<file path="src/rtl/mips_defs.sv">
// Shared MIPS decode definitions: opcodes, functs, ALU ops, immediate-extension modes,
// ID-stage FSM states and the opcode/funct decoder used by the decode-stage controller.
package mips_defs;

  localparam int AOP_W = 4;

  localparam logic [5:0] OP_RTYPE = 6'h00;
  localparam logic [5:0] OP_BEQ   = 6'h04;
  localparam logic [5:0] OP_BNE   = 6'h05;
  localparam logic [5:0] OP_ADDI  = 6'h08;
  localparam logic [5:0] OP_ADDIU = 6'h09;
  localparam logic [5:0] OP_SLTI  = 6'h0A;
  localparam logic [5:0] OP_SLTIU = 6'h0B;
  localparam logic [5:0] OP_ANDI  = 6'h0C;
  localparam logic [5:0] OP_ORI   = 6'h0D;
  localparam logic [5:0] OP_XORI  = 6'h0E;
  localparam logic [5:0] OP_LUI   = 6'h0F;
  localparam logic [5:0] OP_LW    = 6'h23;
  localparam logic [5:0] OP_SW    = 6'h2B;

  localparam logic [5:0] FN_SLL  = 6'h00;
  localparam logic [5:0] FN_SRL  = 6'h02;
  localparam logic [5:0] FN_SRA  = 6'h03;
  localparam logic [5:0] FN_ADD  = 6'h20;
  localparam logic [5:0] FN_ADDU = 6'h21;
  localparam logic [5:0] FN_SUB  = 6'h22;
  localparam logic [5:0] FN_SUBU = 6'h23;
  localparam logic [5:0] FN_AND  = 6'h24;
  localparam logic [5:0] FN_OR   = 6'h25;
  localparam logic [5:0] FN_XOR  = 6'h26;
  localparam logic [5:0] FN_NOR  = 6'h27;
  localparam logic [5:0] FN_SLT  = 6'h2A;
  localparam logic [5:0] FN_SLTU = 6'h2B;

  localparam logic [AOP_W-1:0] ALU_ADD  = 4'h0;
  localparam logic [AOP_W-1:0] ALU_SUB  = 4'h1;
  localparam logic [AOP_W-1:0] ALU_AND  = 4'h2;
  localparam logic [AOP_W-1:0] ALU_OR   = 4'h3;
  localparam logic [AOP_W-1:0] ALU_XOR  = 4'h4;
  localparam logic [AOP_W-1:0] ALU_NOR  = 4'h5;
  localparam logic [AOP_W-1:0] ALU_SLT  = 4'h6;
  localparam logic [AOP_W-1:0] ALU_SLTU = 4'h7;
  localparam logic [AOP_W-1:0] ALU_SLL  = 4'h8;
  localparam logic [AOP_W-1:0] ALU_SRL  = 4'h9;
  localparam logic [AOP_W-1:0] ALU_SRA  = 4'hA;
  localparam logic [AOP_W-1:0] ALU_LUI  = 4'hB;

  typedef enum logic [1:0] {
    EXT_SIGN  = 2'd0,
    EXT_ZERO  = 2'd1,
    EXT_UPPER = 2'd2,
    EXT_NONE  = 2'd3
  } ext_mode_e;

  typedef enum logic {
    RUN  = 1'b0,
    HOLD = 1'b1
  } state_e;

  typedef struct packed {
    logic             alusrc;
    logic             regdst;
    logic             memread;
    logic             memwrite;
    logic             regwrite;
    logic             branch;
    logic             illegal;
    logic             use_rs;
    logic             use_rt;
    logic [AOP_W-1:0] aluop;
    ext_mode_e        ext;
  } dec_t;

  // Undecoded encodings collapse to a NOP that only raises illegal and reads no registers.
  function automatic dec_t decode(input logic [5:0] op, input logic [5:0] fn);
    dec_t d;
    logic ok;
    d        = '0;
    d.ext    = EXT_SIGN;
    d.use_rs = 1'b1;
    ok       = 1'b1;
    case (op)
      OP_RTYPE: begin
        d.regdst   = 1'b1;
        d.regwrite = 1'b1;
        d.use_rt   = 1'b1;
        d.ext      = EXT_NONE;
        case (fn)
          FN_ADD, FN_ADDU: d.aluop = ALU_ADD;
          FN_SUB, FN_SUBU: d.aluop = ALU_SUB;
          FN_AND:          d.aluop = ALU_AND;
          FN_OR:           d.aluop = ALU_OR;
          FN_XOR:          d.aluop = ALU_XOR;
          FN_NOR:          d.aluop = ALU_NOR;
          FN_SLT:          d.aluop = ALU_SLT;
          FN_SLTU:         d.aluop = ALU_SLTU;
          FN_SLL:          d.aluop = ALU_SLL;
          FN_SRL:          d.aluop = ALU_SRL;
          FN_SRA:          d.aluop = ALU_SRA;
          default:         ok = 1'b0;
        endcase
      end
      OP_ADDI, OP_ADDIU: begin d.alusrc = 1'b1; d.regwrite = 1'b1; d.aluop = ALU_ADD; end
      OP_SLTI:  begin d.alusrc = 1'b1; d.regwrite = 1'b1; d.aluop = ALU_SLT;  end
      OP_SLTIU: begin d.alusrc = 1'b1; d.regwrite = 1'b1; d.aluop = ALU_SLTU; end
      OP_ANDI:  begin d.alusrc = 1'b1; d.regwrite = 1'b1; d.aluop = ALU_AND; d.ext = EXT_ZERO; end
      OP_ORI:   begin d.alusrc = 1'b1; d.regwrite = 1'b1; d.aluop = ALU_OR;  d.ext = EXT_ZERO; end
      OP_XORI:  begin d.alusrc = 1'b1; d.regwrite = 1'b1; d.aluop = ALU_XOR; d.ext = EXT_ZERO; end
      OP_LUI: begin
        d.alusrc   = 1'b1;
        d.regwrite = 1'b1;
        d.aluop    = ALU_LUI;
        d.ext      = EXT_UPPER;
        d.use_rs   = 1'b0;
      end
      OP_LW: begin d.alusrc = 1'b1; d.memread = 1'b1; d.regwrite = 1'b1; d.aluop = ALU_ADD; end
      OP_SW: begin d.alusrc = 1'b1; d.memwrite = 1'b1; d.use_rt = 1'b1; d.aluop = ALU_ADD; end
      OP_BEQ, OP_BNE: begin d.branch = 1'b1; d.use_rt = 1'b1; d.aluop = ALU_SUB; end
      default: ok = 1'b0;
    endcase
    if (!ok) begin
      d         = '0;
      d.illegal = 1'b1;
      d.ext     = EXT_NONE;
    end
    return d;
  endfunction

endpackage

</file>
<file path="src/rtl/id_stage_ctrl_if.sv">
// IF-side request, EX-side hazard inputs and ID/EX outputs of the decode-stage controller.
// Optional stall_count signal present when ID_STALL_CNT_EN is defined.
interface id_stage_ctrl_if #(
  parameter int XLEN  = 32,
  parameter int AOP_W = 4
);
  logic             if_valid;
  logic [XLEN-1:0]  if_instr;
  logic [XLEN-1:0]  if_pc;
  logic             flush;
  logic             ex_memread;
  logic [4:0]       ex_rt;
  logic             stall_if;
  logic             id_valid;
  logic [XLEN-1:0]  id_pc;
  logic [4:0]       id_rs;
  logic [4:0]       id_rt;
  logic [4:0]       id_rd;
  logic [XLEN-1:0]  id_imm_ext;
  logic             id_ext_sign;
  logic             id_alusrc;
  logic             id_regdst;
  logic             id_memread;
  logic             id_memwrite;
  logic             id_regwrite;
  logic             id_branch;
  logic [AOP_W-1:0] id_aluop;
  logic             id_illegal;
`ifdef ID_STALL_CNT_EN
  logic [31:0]      stall_count;
`endif

  modport master (
    output if_valid, if_instr, if_pc, flush, ex_memread, ex_rt,
    input  stall_if, id_valid, id_pc, id_rs, id_rt, id_rd, id_imm_ext, id_ext_sign,
           id_alusrc, id_regdst, id_memread, id_memwrite, id_regwrite, id_branch,
           id_aluop, id_illegal
`ifdef ID_STALL_CNT_EN
    , input stall_count
`endif
  );

  modport slave (
    input  if_valid, if_instr, if_pc, flush, ex_memread, ex_rt,
    output stall_if, id_valid, id_pc, id_rs, id_rt, id_rd, id_imm_ext, id_ext_sign,
           id_alusrc, id_regdst, id_memread, id_memwrite, id_regwrite, id_branch,
           id_aluop, id_illegal
`ifdef ID_STALL_CNT_EN
    , output stall_count
`endif
  );
endinterface

</file>
<file path="src/rtl/imm_ext_unit.sv">
// Combinational immediate extender: sign, zero, upper-half placement, or zero for R-type.
module imm_ext_unit
  import mips_defs::*;
#(
  parameter int XLEN  = 32,
  parameter int IMM_W = 16
) (
  input  logic [IMM_W-1:0] i_imm,
  input  ext_mode_e        i_mode,
  output logic [XLEN-1:0]  o_ext
);
  always_comb begin
    o_ext = '0;
    case (i_mode)
      EXT_SIGN:  o_ext = {{(XLEN-IMM_W){i_imm[IMM_W-1]}}, i_imm};
      EXT_ZERO:  o_ext = {{(XLEN-IMM_W){1'b0}}, i_imm};
      EXT_UPPER: o_ext = {i_imm, {(XLEN-IMM_W){1'b0}}};
      default:   o_ext = '0;
    endcase
  end
endmodule

</file>
<file path="src/rtl/id_stage_ctrl.sv">
// MIPS decode stage: IF/ID register, opcode decode, load-use stall FSM and ID/EX register.
// Define ID_STALL_CNT_EN to add a saturating count of load-use bubbles on stall_count.
module id_stage_ctrl #(
  parameter int XLEN  = 32,
  parameter int IMM_W = 16,
  parameter int AOP_W = mips_defs::AOP_W
) (
  input logic           clk,
  input logic           rst,
  id_stage_ctrl_if.slave bus
);
  import mips_defs::*;

  logic            r_ifid_valid;
  logic [XLEN-1:0] r_ifid_instr;
  logic [XLEN-1:0] r_ifid_pc;
  state_e          r_state;
  state_e          w_state_nxt;
  dec_t            w_dec;
  logic [4:0]      w_rs, w_rt, w_rd;
  logic [XLEN-1:0] w_imm_ext;
  logic            w_hazard, w_stall, w_issue;

  assign w_rs  = r_ifid_instr[25:21];
  assign w_rt  = r_ifid_instr[20:16];
  assign w_rd  = r_ifid_instr[15:11];
  assign w_dec = decode(r_ifid_instr[31:26], r_ifid_instr[5:0]);

  assign w_hazard = r_ifid_valid && bus.ex_memread && (bus.ex_rt != 5'd0) &&
                    ((w_dec.use_rs && (w_rs == bus.ex_rt)) ||
                     (w_dec.use_rt && (w_rt == bus.ex_rt)));

  // Flush and reset override any stall decision and force the FSM back to RUN.
  always_comb begin
    w_state_nxt = r_state;
    w_stall     = 1'b0;
    case (r_state)
      RUN: begin
        if (w_hazard) begin
          w_stall     = 1'b1;
          w_state_nxt = HOLD;
        end
      end
      HOLD: begin
        if (w_hazard) w_stall = 1'b1;
        else          w_state_nxt = RUN;
      end
      default: w_state_nxt = RUN;
    endcase
    if (bus.flush || rst) begin
      w_stall     = 1'b0;
      w_state_nxt = RUN;
    end
  end

  assign bus.stall_if = w_stall;
  assign w_issue      = r_ifid_valid && !w_stall && !bus.flush;

  always_ff @(posedge clk) begin
    if (rst) r_state <= RUN;
    else     r_state <= w_state_nxt;
  end

  // IF/ID stage
  always_ff @(posedge clk) begin
    if (rst || bus.flush) r_ifid_valid <= 1'b0;
    else if (!w_stall)    r_ifid_valid <= bus.if_valid;
  end

  always_ff @(posedge clk) begin
    if (!w_stall) begin
      r_ifid_instr <= bus.if_instr;
      r_ifid_pc    <= bus.if_pc;
    end
  end

  imm_ext_unit #(.XLEN(XLEN), .IMM_W(IMM_W)) u_imm_ext (
    .i_imm  (r_ifid_instr[IMM_W-1:0]),
    .i_mode (w_dec.ext),
    .o_ext  (w_imm_ext)
  );

  // ID/EX stage: bubbles clear every field, not only the enables.
  always_ff @(posedge clk) begin
    if (rst || !w_issue) begin
      bus.id_valid    <= 1'b0;
      bus.id_pc       <= '0;
      bus.id_rs       <= '0;
      bus.id_rt       <= '0;
      bus.id_rd       <= '0;
      bus.id_imm_ext  <= '0;
      bus.id_ext_sign <= 1'b0;
      bus.id_alusrc   <= 1'b0;
      bus.id_regdst   <= 1'b0;
      bus.id_memread  <= 1'b0;
      bus.id_memwrite <= 1'b0;
      bus.id_regwrite <= 1'b0;
      bus.id_branch   <= 1'b0;
      bus.id_aluop    <= '0;
      bus.id_illegal  <= 1'b0;
    end else begin
      bus.id_valid    <= 1'b1;
      bus.id_pc       <= r_ifid_pc;
      bus.id_rs       <= w_rs;
      bus.id_rt       <= w_rt;
      bus.id_rd       <= w_rd;
      bus.id_imm_ext  <= w_imm_ext;
      bus.id_ext_sign <= (w_dec.ext == EXT_SIGN);
      bus.id_alusrc   <= w_dec.alusrc;
      bus.id_regdst   <= w_dec.regdst;
      bus.id_memread  <= w_dec.memread;
      bus.id_memwrite <= w_dec.memwrite;
      bus.id_regwrite <= w_dec.regwrite;
      bus.id_branch   <= w_dec.branch;
      bus.id_aluop    <= w_dec.aluop;
      bus.id_illegal  <= w_dec.illegal;
    end
  end

`ifdef ID_STALL_CNT_EN
  logic [31:0] r_stall_cnt;

  always_ff @(posedge clk) begin
    if (rst)                                   r_stall_cnt <= '0;
    else if (w_stall && (r_stall_cnt != '1))   r_stall_cnt <= r_stall_cnt + 32'd1;
  end

  assign bus.stall_count = r_stall_cnt;
`endif

endmodule
</file>
<file path="src/flat_wrapper.sv">
// flat-port wrapper written by rule: the top's interface ports become plain ports
module id_stage_ctrl_flat import mips_defs::*;
#(
  parameter int XLEN  = 32,
  parameter int IMM_W = 16,
  parameter int AOP_W = mips_defs::AOP_W
)
  (clk, rst, bus_if_valid, bus_if_instr, bus_if_pc, bus_flush, bus_ex_memread, bus_ex_rt, bus_stall_if, bus_id_valid, bus_id_pc, bus_id_rs, bus_id_rt, bus_id_rd, bus_id_imm_ext, bus_id_ext_sign, bus_id_alusrc, bus_id_regdst, bus_id_memread, bus_id_memwrite, bus_id_regwrite, bus_id_branch, bus_id_aluop, bus_id_illegal);
  id_stage_ctrl_if #(.XLEN(XLEN), .AOP_W(AOP_W)) bus_i ();
  input logic clk;
  input logic rst;
  input wire logic [$bits(bus_i.if_valid)-1:0] bus_if_valid;
  input wire logic [$bits(bus_i.if_instr)-1:0] bus_if_instr;
  input wire logic [$bits(bus_i.if_pc)-1:0] bus_if_pc;
  input wire logic [$bits(bus_i.flush)-1:0] bus_flush;
  input wire logic [$bits(bus_i.ex_memread)-1:0] bus_ex_memread;
  input wire logic [$bits(bus_i.ex_rt)-1:0] bus_ex_rt;
  output wire logic [$bits(bus_i.stall_if)-1:0] bus_stall_if;
  output wire logic [$bits(bus_i.id_valid)-1:0] bus_id_valid;
  output wire logic [$bits(bus_i.id_pc)-1:0] bus_id_pc;
  output wire logic [$bits(bus_i.id_rs)-1:0] bus_id_rs;
  output wire logic [$bits(bus_i.id_rt)-1:0] bus_id_rt;
  output wire logic [$bits(bus_i.id_rd)-1:0] bus_id_rd;
  output wire logic [$bits(bus_i.id_imm_ext)-1:0] bus_id_imm_ext;
  output wire logic [$bits(bus_i.id_ext_sign)-1:0] bus_id_ext_sign;
  output wire logic [$bits(bus_i.id_alusrc)-1:0] bus_id_alusrc;
  output wire logic [$bits(bus_i.id_regdst)-1:0] bus_id_regdst;
  output wire logic [$bits(bus_i.id_memread)-1:0] bus_id_memread;
  output wire logic [$bits(bus_i.id_memwrite)-1:0] bus_id_memwrite;
  output wire logic [$bits(bus_i.id_regwrite)-1:0] bus_id_regwrite;
  output wire logic [$bits(bus_i.id_branch)-1:0] bus_id_branch;
  output wire logic [$bits(bus_i.id_aluop)-1:0] bus_id_aluop;
  output wire logic [$bits(bus_i.id_illegal)-1:0] bus_id_illegal;
  assign bus_i.if_valid = bus_if_valid;
  assign bus_i.if_instr = bus_if_instr;
  assign bus_i.if_pc = bus_if_pc;
  assign bus_i.flush = bus_flush;
  assign bus_i.ex_memread = bus_ex_memread;
  assign bus_i.ex_rt = bus_ex_rt;
  assign bus_stall_if = bus_i.stall_if;
  assign bus_id_valid = bus_i.id_valid;
  assign bus_id_pc = bus_i.id_pc;
  assign bus_id_rs = bus_i.id_rs;
  assign bus_id_rt = bus_i.id_rt;
  assign bus_id_rd = bus_i.id_rd;
  assign bus_id_imm_ext = bus_i.id_imm_ext;
  assign bus_id_ext_sign = bus_i.id_ext_sign;
  assign bus_id_alusrc = bus_i.id_alusrc;
  assign bus_id_regdst = bus_i.id_regdst;
  assign bus_id_memread = bus_i.id_memread;
  assign bus_id_memwrite = bus_i.id_memwrite;
  assign bus_id_regwrite = bus_i.id_regwrite;
  assign bus_id_branch = bus_i.id_branch;
  assign bus_id_aluop = bus_i.id_aluop;
  assign bus_id_illegal = bus_i.id_illegal;
  id_stage_ctrl #(.XLEN(XLEN), .IMM_W(IMM_W), .AOP_W(AOP_W)) u_core (.clk(clk), .rst(rst), .bus(bus_i));
endmodule
</file>
<file path="config.mk">
export PLATFORM = sky130hd
export DESIGN_NAME = id_stage_ctrl_flat
export DESIGN_NICKNAME = d
export VERILOG_FILES = /design/src/rtl/mips_defs.sv /design/src/rtl/id_stage_ctrl_if.sv /design/src/rtl/imm_ext_unit.sv /design/src/rtl/id_stage_ctrl.sv /design/src/flat_wrapper.sv
export SDC_FILE = /design/constraint.sdc
export NUM_CORES = 1
export LEC_CHECK = 0
export CORE_UTILIZATION = 30
export CTS_BUF_LIST = sky130_fd_sc_hd__clkbuf_4
export CTS_CLUSTER_SIZE = 40
export DETAILED_ROUTE_END_ITERATION = 8
export GPL_TIMING_DRIVEN = 0
export SYNTH_ARGS = -nofsm -noshare
export SYNTH_HDL_FRONTEND = slang
export SYNTH_SLANG_ARGS = --single-unit
</file>
<file path="constraint.sdc">
create_clock -name clk -period 6.43 [get_ports clk]
set_input_delay 0.9645 -clock clk [delete_from_list [all_inputs] [get_ports clk]]
set_output_delay 0.9645 -clock clk [all_outputs]
set_load 0.1 [all_outputs]
</file>
==> Word-level counts from Yosys, hierarchy flattened <==
Index checks and enable logic that the tools add are counted.
{ "totals": {"reg_bits": 157, "inputBits": 74, "output_inout_bits": 93, "word_cells": 91} }
{ "classes": {"n_eq_ne": 28, "muxes": 18, "bitwise": 1, "n_reduce_logical": 26} }
{ "ops": {"columns": ["op", "count"], "rows": [
  ["$pmux W32 S3", 1],
  ["$eq A6 B6 Y1 const B", 12],
  ["$eq A6 B4 Y1 const B", 8],
  ["$pmux W4 S10", 1],
  ["$pmux W4 S8", 1],
  ["$reduce_or A10 Y1", 2],
  ["$reduce_or A13 Y1", 1],
  ["$eq A6 B2 Y1 const B", 2],
  ["$eq A6 B3 Y1 const B", 2],
  ["$logic_not A6 Y1", 2],
  ["$mux W1", 12],
  ["$reduce_or A12 Y1", 1],
  ["$eq A5 B5 Y1", 2],
  ["$mux W9", 1],
  ["$logic_and A1 B1 Y1", 7],
  ["$pmux W2 S3", 1],
  ["$reduce_or A2 Y1", 3],
  ["$reduce_bool A5 Y1", 1],
  ["$reduce_or A4 Y1", 1],
  ["$logic_not A1 Y1", 3],
  ["$logic_or A1 B1 Y1", 3],
  ["$reduce_or A3 Y1", 1],
  ["$eq A2 B1 Y1 const B", 1],
  ["$eq A2 B2 Y1 const B", 1],
  ["other kinds (3)", 3]
]} }

==> Longest topological paths before layout <==
Gate-level depths: netlist of run 1.
{ "logic_depth": {"depth_word": 16, "depth_mapped": 8, "ltp_nobuf": 5} }

==> Modules after synthesis <==
Synthesis of run 1 repeated with hierarchy kept, for this count alone.
{ "hier_totals": {"hier_cells": 494, "area_unflattened_um2": 5507.8} }
{ "modules_own_cells": {"columns": ["module", "instances", "cells_per_inst", "area_per_inst_um2", "seq_area_each_um2"], "rows": [
  ["id_stage_ctrl", 1, 440, 5168.7, 3783.6],
  ["imm_ext_unit", 1, 54, 339.1, 0.0]
]} }

==> Least setup slack after synthesis of run 1 <==
OpenSTA, ideal clock, no wires.
{ "synth_timing": {"kind": "input to register", "start": "input port bus_ex_rt[4]", "end": "register u_core.r_ifid_instr[0], enable pin", "setup_ps": 846, "arrival_ps": 3076, "t_required_ps": 5584, "slack_ps": 2508, "path_stages": 5, "cell_sequence": "xor2_1 -> nor4_1 -> nand4_1 -> nand2_1 -> nand3b_1"} }
{ "synth_between": {"elab_chain_cells": 6} }
{ "synth_rtl": {"columns": ["element", "line", "rtl"], "rows": [
  ["start: declaration", "flat_wrapper.sv:17", "input wire logic [$bits(bus_i.ex_rt)-1:0] bus_ex_rt;"],
  ["$eq A5 B5 Y1, on equally long branches", "id_stage_ctrl.sv:30, id_stage_ctrl.sv:31", null],
  ["$logic_and A1 B1 Y1, on equally long branches", "id_stage_ctrl.sv:30, id_stage_ctrl.sv:31", null],
  ["$logic_or A1 B1 Y1", "id_stage_ctrl.sv:30", "((w_dec.use_rs && (w_rs == bus.ex_rt)) ||"],
  ["$logic_and A1 B1 Y1 (*)", "id_stage_ctrl.sv:29", "assign w_hazard = r_ifid_valid && bus.ex_memread && (bus.ex_rt != 5'd0) &&"],
  ["$mux W1 (*)", "id_stage_ctrl.sv:39, id_stage_ctrl.sv:45", null],
  ["$mux W1 (*)", "id_stage_ctrl.sv:50", "if (bus.flush || rst) begin"],
  ["end signal: assignment", "id_stage_ctrl.sv:72", "r_ifid_instr <= bus.if_instr;"],
  ["end: declaration", "id_stage_ctrl.sv:15", "logic [XLEN-1:0] r_ifid_instr;"]
]} }
Every way passes the cells marked *; elsewhere a longest branch is shown, timed or not.
A chain may end at the register's enable or synchronous reset.

==> Final worst setup path of run 1 <==
{ "layout_timing": {"start": "input port bus_ex_rt[4]", "end": "output port bus_stall_if"} }
{ "layout_between": {"elab_chain_cells": 6} }
{ "layout_rtl": {"columns": ["element", "line", "rtl"], "rows": [
  ["$eq A5 B5 Y1, on equally long branches", "id_stage_ctrl.sv:30, id_stage_ctrl.sv:31", null],
  ["$logic_and A1 B1 Y1, on equally long branches", "id_stage_ctrl.sv:30, id_stage_ctrl.sv:31", null],
  ["$logic_or A1 B1 Y1", "id_stage_ctrl.sv:30", null],
  ["$logic_and A1 B1 Y1 (*)", "id_stage_ctrl.sv:29", null],
  ["$mux W1 (*)", "id_stage_ctrl.sv:39, id_stage_ctrl.sv:45", null],
  ["$mux W1 (*)", "id_stage_ctrl.sv:50", null],
  ["end: declaration", "flat_wrapper.sv:18", "output wire logic [$bits(bus_i.stall_if)-1:0] bus_stall_if;"]
]} }
Marked as above.

==> flow_summary.yaml, run 1 <==
synthesis:
  synth_edf_count: 64
  synthesis.instances: 446
  synthTopCellsByArea: "edfxtp_1 36%, dfxtp_1 35%, nor2_1 5.0%"
  synth-async-reset-ratio_pct: 0
  synth_top_cell_by_area: "edfxtp_1"
  yosysWarnings: 0
  synth_ff_type: "dfxtp_1"
  synth.avg_cell_area_um2: 12.0
  yosysTopAreaCellShare_pct: 36.0
  mappedNetlistNets: 520
  synth.distinct_cells: 46
  synth-seq-area-share_pct: 70.9
  synth_seq_cells: 157
  syn_area_um2: 5330
power:
  p_comb_share_pct: 7.0
  intPower_uw: 1440
  power_density_nw_per_um2: 244
  netSwitchingFraction_pct: 23.2
  p_clk_share_pct: 35.6
  power.switching_uw: 433
  leakage_uw: 0.00282
  p_seq_share_pct: 57.4
  vdd.ir_drop.worst_v: 0.000139
cells_and_area:
  mostFrequentLayoutCell: "clkdlybuf4s50_1"
  nets: 708
  area_growth_pct: 43.4
  drive_gt1_share_pct: 8.81
  utilization_pct: 44.1
  layout_common_cells: "166 x clkdlybuf4s50_1, 93 x dfxtp_1, 71 x nor2_1"
  antenna_cells: 0
critical_path:
  ff2ff_path_depth: 9
  cp-startpoint: "bus_ex_rt[4]"
  rrSetupSlack_ns: 2.93
  setup.worst_path.end_class: "output port"
  r2r-start: "u_core.r_ifid_instr[26]"
  arrival_ns: 3.76
  r2r-end: "u_core.r_ifid_pc[27]"
  critPathLaunchType: "primary input"
  crit_fanout: 3
  crit_end: "bus_stall_if"
  setup.worst_path.class: "in2out"
  worstPathRequired_ns: 5.47
drt:
  antenna_left: 0
  drt_first_pass_iters: 5
  vias_per_cell: 4.54
  routed_wl_mm: 13.4
  drt_iter0_drc: 143
  routedWlPerCell_um: 15.3
  vias: 3958
  drc: 0
timing:
  fmax_mhz: 212
  period_share_pct: 73.5
  report.final.setup_viol: 0
  finalClockSkew_ns: 0.0163
  slew_headroom_pct: 31.1
  rsz0062_at_grt: "false"
  slew_viol_final: 0
  hold_viol: 0
  min_period_ns: 4.73
  worstMarginPinSlew_ns: 1.03
  whs_ns: 0.479
  setup_tns_ns: 0
clock_tree:
  clk_pin_slew_worst_paths_ns: 0.12
  cts_resized: 0
  clock-root-buffer: "clkbuf_4"
  numCtsBuffers: 17
  cts.htree.levels: 4
  clk_latency_ns: 0.54
  postCtsSetupBuffers: 0
  holdBufCountCts: 0
  cts_tree: "built"
  cts.sinks: 157
  clockBufferDepth: 2
global_routing:
  grt_pass1_vias: 3873
  grt_max_degree: 19
  grt_antenna_before_repair: 0
  grt_pass1_wl_mm: 20.5
  gr-usage-all-layers_pct: 15.1
  grt-ovfl-total: 0
flow_run:
  drv_cap: 0
die:
  pin_count: 167
  num_rows: 48
  start_util_pct: 30.7
  core_area_um2: 17400
  die-area_um2: 18300
  die_y_um: 135
  die-width_um: 135
hold_path:
  hp-class: "reg2reg"
status:
  status: "finished, final reports clean"
place:
  dp_hpwl_mm: 9.84
  place_congestion: 0.849
  port_buffers: 166
-- critical path, cell delays in order --
cell             delay [ns]
clkdlybuf4s50_1        0.49
xor2_1                 0.19
nor4_1                 0.42
nand4_1                0.25
nand2_1                0.13
and3b_1                0.17
clkdlybuf4s50_1        1.14
-- cells in the mapped netlist (3+ instances only) --
master,count
nand4b_1,17
nand2_1,55
a211oi_1,5
buf_2,13
nand3_1,3
inv_1,4
nor4b_1,3
nand2b_1,5
nor2_1,71
clkbuf_1,17
dfxtp_1,93
nor3_1,24
edfxtp_1,64
a21oi_1,20
o21ai_0,3
xor2_1,11
nor4_1,4
-- power groups by stage --
stage                     logic [uW]  registers [uW]  clock network, uW
final                            131            1070                665
after global placement           129            1090                  0
after CTS                        131            1070                694
after detailed placement         131            1090                  0
after floorplan                 38.6            1120                  0
after global routing             139            1080                735
-- layout make-up --
cell class | instances | area (um2)
Multi-Input combinational cell | 252 | 1380
Timing Repair Buffer | 169 | 1710
Tap cell | 225 | 282
Clock inverter | 14 | 193
Fill cell | 1625 | 9710
Sequential cell | 157 | 3780
Inverter | 4 | 15.0
Buffer | 33 | 156
Clock buffer | 18 | 135
-- sequential cells by signal (all words and copies together), names as in the netlist, 4 cells and up --
| register | count |
|---|---|
| u_core.bus.id_rt | 5 |
| u_core.bus.id_imm_ext | 32 |
| u_core.bus.id_rs | 5 |
| u_core.r_ifid_pc | 32 |
| u_core.bus.id_pc | 32 |
| u_core.bus.id_rd | 5 |
| u_core.r_ifid_instr | 32 |
| u_core.bus.id_aluop | 4 |
-- kinds of logic (layout without fill, tap and decap cells) --
family          after synthesis  count (layout)  share of synthesized area, %
simple gates                197             197                          18.4
flops                       157             157                          70.9
compound gates               44              44                          5.63
buf+inv                      37             238                          3.21
xor+xnor                     11              11                          1.81
-- per-layer routing --
| layer | wire length, um | global-route usage, % | up-vias |
|---|---|---|---|
| met3 | 1080 | 6.43 | 21 |
| met1 | 5510 | 17.5 | 1847 |
| met2 | 6510 | 24.6 | 162 |
| li1 | - | - | 1928 |
| met4 | 265 | 5.62 | 0 |
| met5 | 0 | 0 | - |
-- metrics by stage --
step | worst slack [ns] | instances | power, uW | area (um2)
2_1_floorplan | 2.51 | 446 | 1160 | 5330
3_3_place_gp | 0.757 | 837 | 1220 | 7280
3_5_place_dp | 1.74 | 840 | 1220 | 7320
4_1_cts | 1.73 | 872 | 1900 | 7650
5_1_grt | 1.55 | 872 | 1950 | 7650
6_report | 1.70 | 872 | 1870 | 7650
-- worst min-delay path by stage --
stage | end | start | depth (start not counted) | slack [ns]
after global placement | u_core.bus.id_pc[17] | u_core.r_ifid_pc[17] | 2 | 0.44
after global routing | u_core.bus.id_pc[11] | u_core.r_ifid_pc[11] | 2 | 0.50
final | u_core.bus.id_pc[29] | u_core.r_ifid_pc[29] | 2 | 0.48
after floorplan | u_core.bus.id_pc[0] | u_core.r_ifid_pc[0] | 2 | 0.44
after detailed placement | u_core.bus.id_pc[15] | u_core.r_ifid_pc[15] | 2 | 0.45
after CTS | u_core.bus.id_pc[15] | u_core.r_ifid_pc[15] | 2 | 0.48
Note: power is estimated with default switching activity, not from simulation.
==> run 2, diff against run 1 <==
==> constraint.sdc (replaced) <==
create_clock -name clk -period 3.9 [get_ports clk]
set_input_delay 0.585 -clock clk [delete_from_list [all_inputs] [get_ports clk]]
set_output_delay 0.585 -clock clk [all_outputs]
set_load 0.1 [all_outputs]
==> run 2 against run 1 <==
Worst hold slack lost 0.0096 ns; count of clock-buffer cells in the layout grew 3; global-route usage is essentially flat.
==> flow_summary.yaml, run 2 (synthesis results as in run 1) <==
status:
  status: "finished, final reports clean"
die:
  die_y_um: 135
  start_util_pct: 30.7
  num_rows: 48
  die-width_um: 135
  core_area_um2: 17400
  die-area_um2: 18300
  pin_count: 167
timing:
  setup_tns_ns: 0
  hold_viol: 0
  slew_headroom_pct: 30.8
  final_critical_path_setup_slack_ns: 0.389
  finalClockSkew_ns: 0.0210
  rsz0062_at_grt: "false"
  slew_viol_final: 0
  report.final.setup_viol: 0
  fmax_mhz: 285
  period_share_pct: 90.0
  min_period_ns: 3.51
  whs_ns: 0.469
  worstMarginPinSlew_ns: 1.03
place:
  place_ws_ns: -0.0218
  dp_hpwl_mm: 9.57
  port_buffers: 166
  place_congestion: 0.868
  placed_area_um2: 7350
cells_and_area:
  drive_gt1_share_pct: 8.35
  final_area_um2: 7630
  area_growth_pct: 43.1
  layout_common_cells: "165 x clkdlybuf4s50_1, 93 x dfxtp_1, 71 x nor2_1"
  antenna_cells: 0
  mostFrequentLayoutCell: "clkdlybuf4s50_1"
  nets: 708
critical_path:
  cp-startpoint: "u_core.r_ifid_instr[26]"
  critPathMaxStageDelay_ns: 0.46
  r2r-start: "u_core.r_ifid_instr[26]"
  path_cells: "buf_2 -> nor4_1 -> nor3b_4 -> o31a_2 -> nor2_1 -> and3b_1 -> clkbuf_2"
  setup.worst_path.end_class: "output port"
  worst_path_max_delay_cell: "clkbuf_2"
  rrSetupSlack_ns: 0.45
  crit_fanout: 10
  path_buf_inv: 2
  crit_end: "bus_stall_if"
  setup.worst_path.class: "reg2out"
  arrival_ns: 2.93
  ff2ff_path_depth: 9
  critPathTopFamily: "simple AND/OR/NAND/NOR gates"
  cp.depth: 7
  worstPathRequired_ns: 3.31
  critPathLaunchType: "register"
  r2r-end: "u_core.r_ifid_instr[8]"
clock_tree:
  cts_tree: "built"
  cts.sinks: 157
  holdBufCountCts: 0
  clk_pin_slew_worst_paths_ns: 0.12
  cts.htree.levels: 4
  clk_latency_ns: 0.54
  clock-root-buffer: "clkbuf_4"
  numCtsBuffers: 17
  clockBufferDepth: 2
hold_path:
  hp-class: "reg2reg"
  min_from: "u_core.r_ifid_pc[12]"
drt:
  routedWlPerCell_um: 15.2
  routed_wl_mm: 13.3
  drt_iter0_drc: 169
  drt_first_pass_iters: 4
  vias_per_cell: 4.56
  vias: 3975
  antenna_left: 0
  drc: 0
power:
  netSwitchingFraction_pct: 22.9
  vdd.ir_drop.worst_v: 0.000174
  p_comb_share_pct: 7.3
  power_density_nw_per_um2: 393
  leakage_uw: 0.00283
  p_seq_share_pct: 58.9
  report.power.total_uw: 3000
  p_clk_share_pct: 33.8
  power.switching_uw: 686
  intPower_uw: 2310
global_routing:
  grt_pass1_vias: 3860
  grt_max_degree: 20
  grt_pass1_wl_mm: 20.5
  gr-usage-all-layers_pct: 15.1
  grt_antenna_before_repair: 0
  grt-ovfl-total: 0
flow_run:
  drv_cap: 0
## run 2: power by group through the flow
| stage | registers (uW) | clock network, uW | logic [uW] |
|---|---|---|---|
| 6_report | 1770 | 1010 | 218 |
| 5_1_grt | 1770 | 1110 | 230 |
| 4_1_cts | 1770 | 1050 | 217 |
| 3_5_place_dp | 1800 | 0 | 216 |
| 3_3_place_gp | 1800 | 0 | 214 |
| 2_1_floorplan | 1840 | 0 | 64.0 |
## run 2: how the worst min path moves through the flow
stage / cells past startpoint / slack, ns / to
5_1_grt: 2 / 0.50 / u_core.bus.id_pc[12]
3_3_place_gp: 2 / 0.44 / u_core.bus.id_pc[21]
4_1_cts: 2 / 0.46 / u_core.bus.id_pc[12]
3_5_place_dp: 2 / 0.45 / u_core.bus.id_pc[12]
2_1_floorplan: 2 / 0.44 / u_core.bus.id_pc[0]
6_report: 2 / 0.47 / u_core.bus.id_pc[12]
## run 2: repair_timing
item,4_1_cts,5_1_grt
endpoints found under the setup margin,1,1
resized for setup,2,1
buffers inserted,0,0
## run 2: per-stage QoR
stage,util (%),instances
floorplan,-,446
global placement,42.0,837
detailed placement,42.4,840
CTS,44.0,872
global route,44.0,872
finish,44.0,872
## run 2: cell type report
type	count	area (um2)
clock inverters	11	126
fillers	1596	9720
clock buffers	21	158
multi-input cells	252	1390
well taps	225	282
repair buffers	169	1730
inverters	4	15.0
flip-flops and latches	157	3780
plain buffers	33	156
## run 2: worst min-delay path, delay by kind of cell (launching register included)
kind,cells,cell delay [ns]
AND/OR/NAND/NOR,2,0.10
flip-flops,1,0.34
## run 2: per-layer routing
| metal | up-vias | global-route usage [%] | wire [um] |
|---|---|---|---|
| met3 | 16 | 5.72 | 980 |
| met5 | - | 0 | 0 |
| met4 | 0 | 5.74 | 194 |
| met2 | 167 | 25.1 | 6490 |
| met1 | 1866 | 17.5 | 5630 |
| li1 | 1926 | - | - |
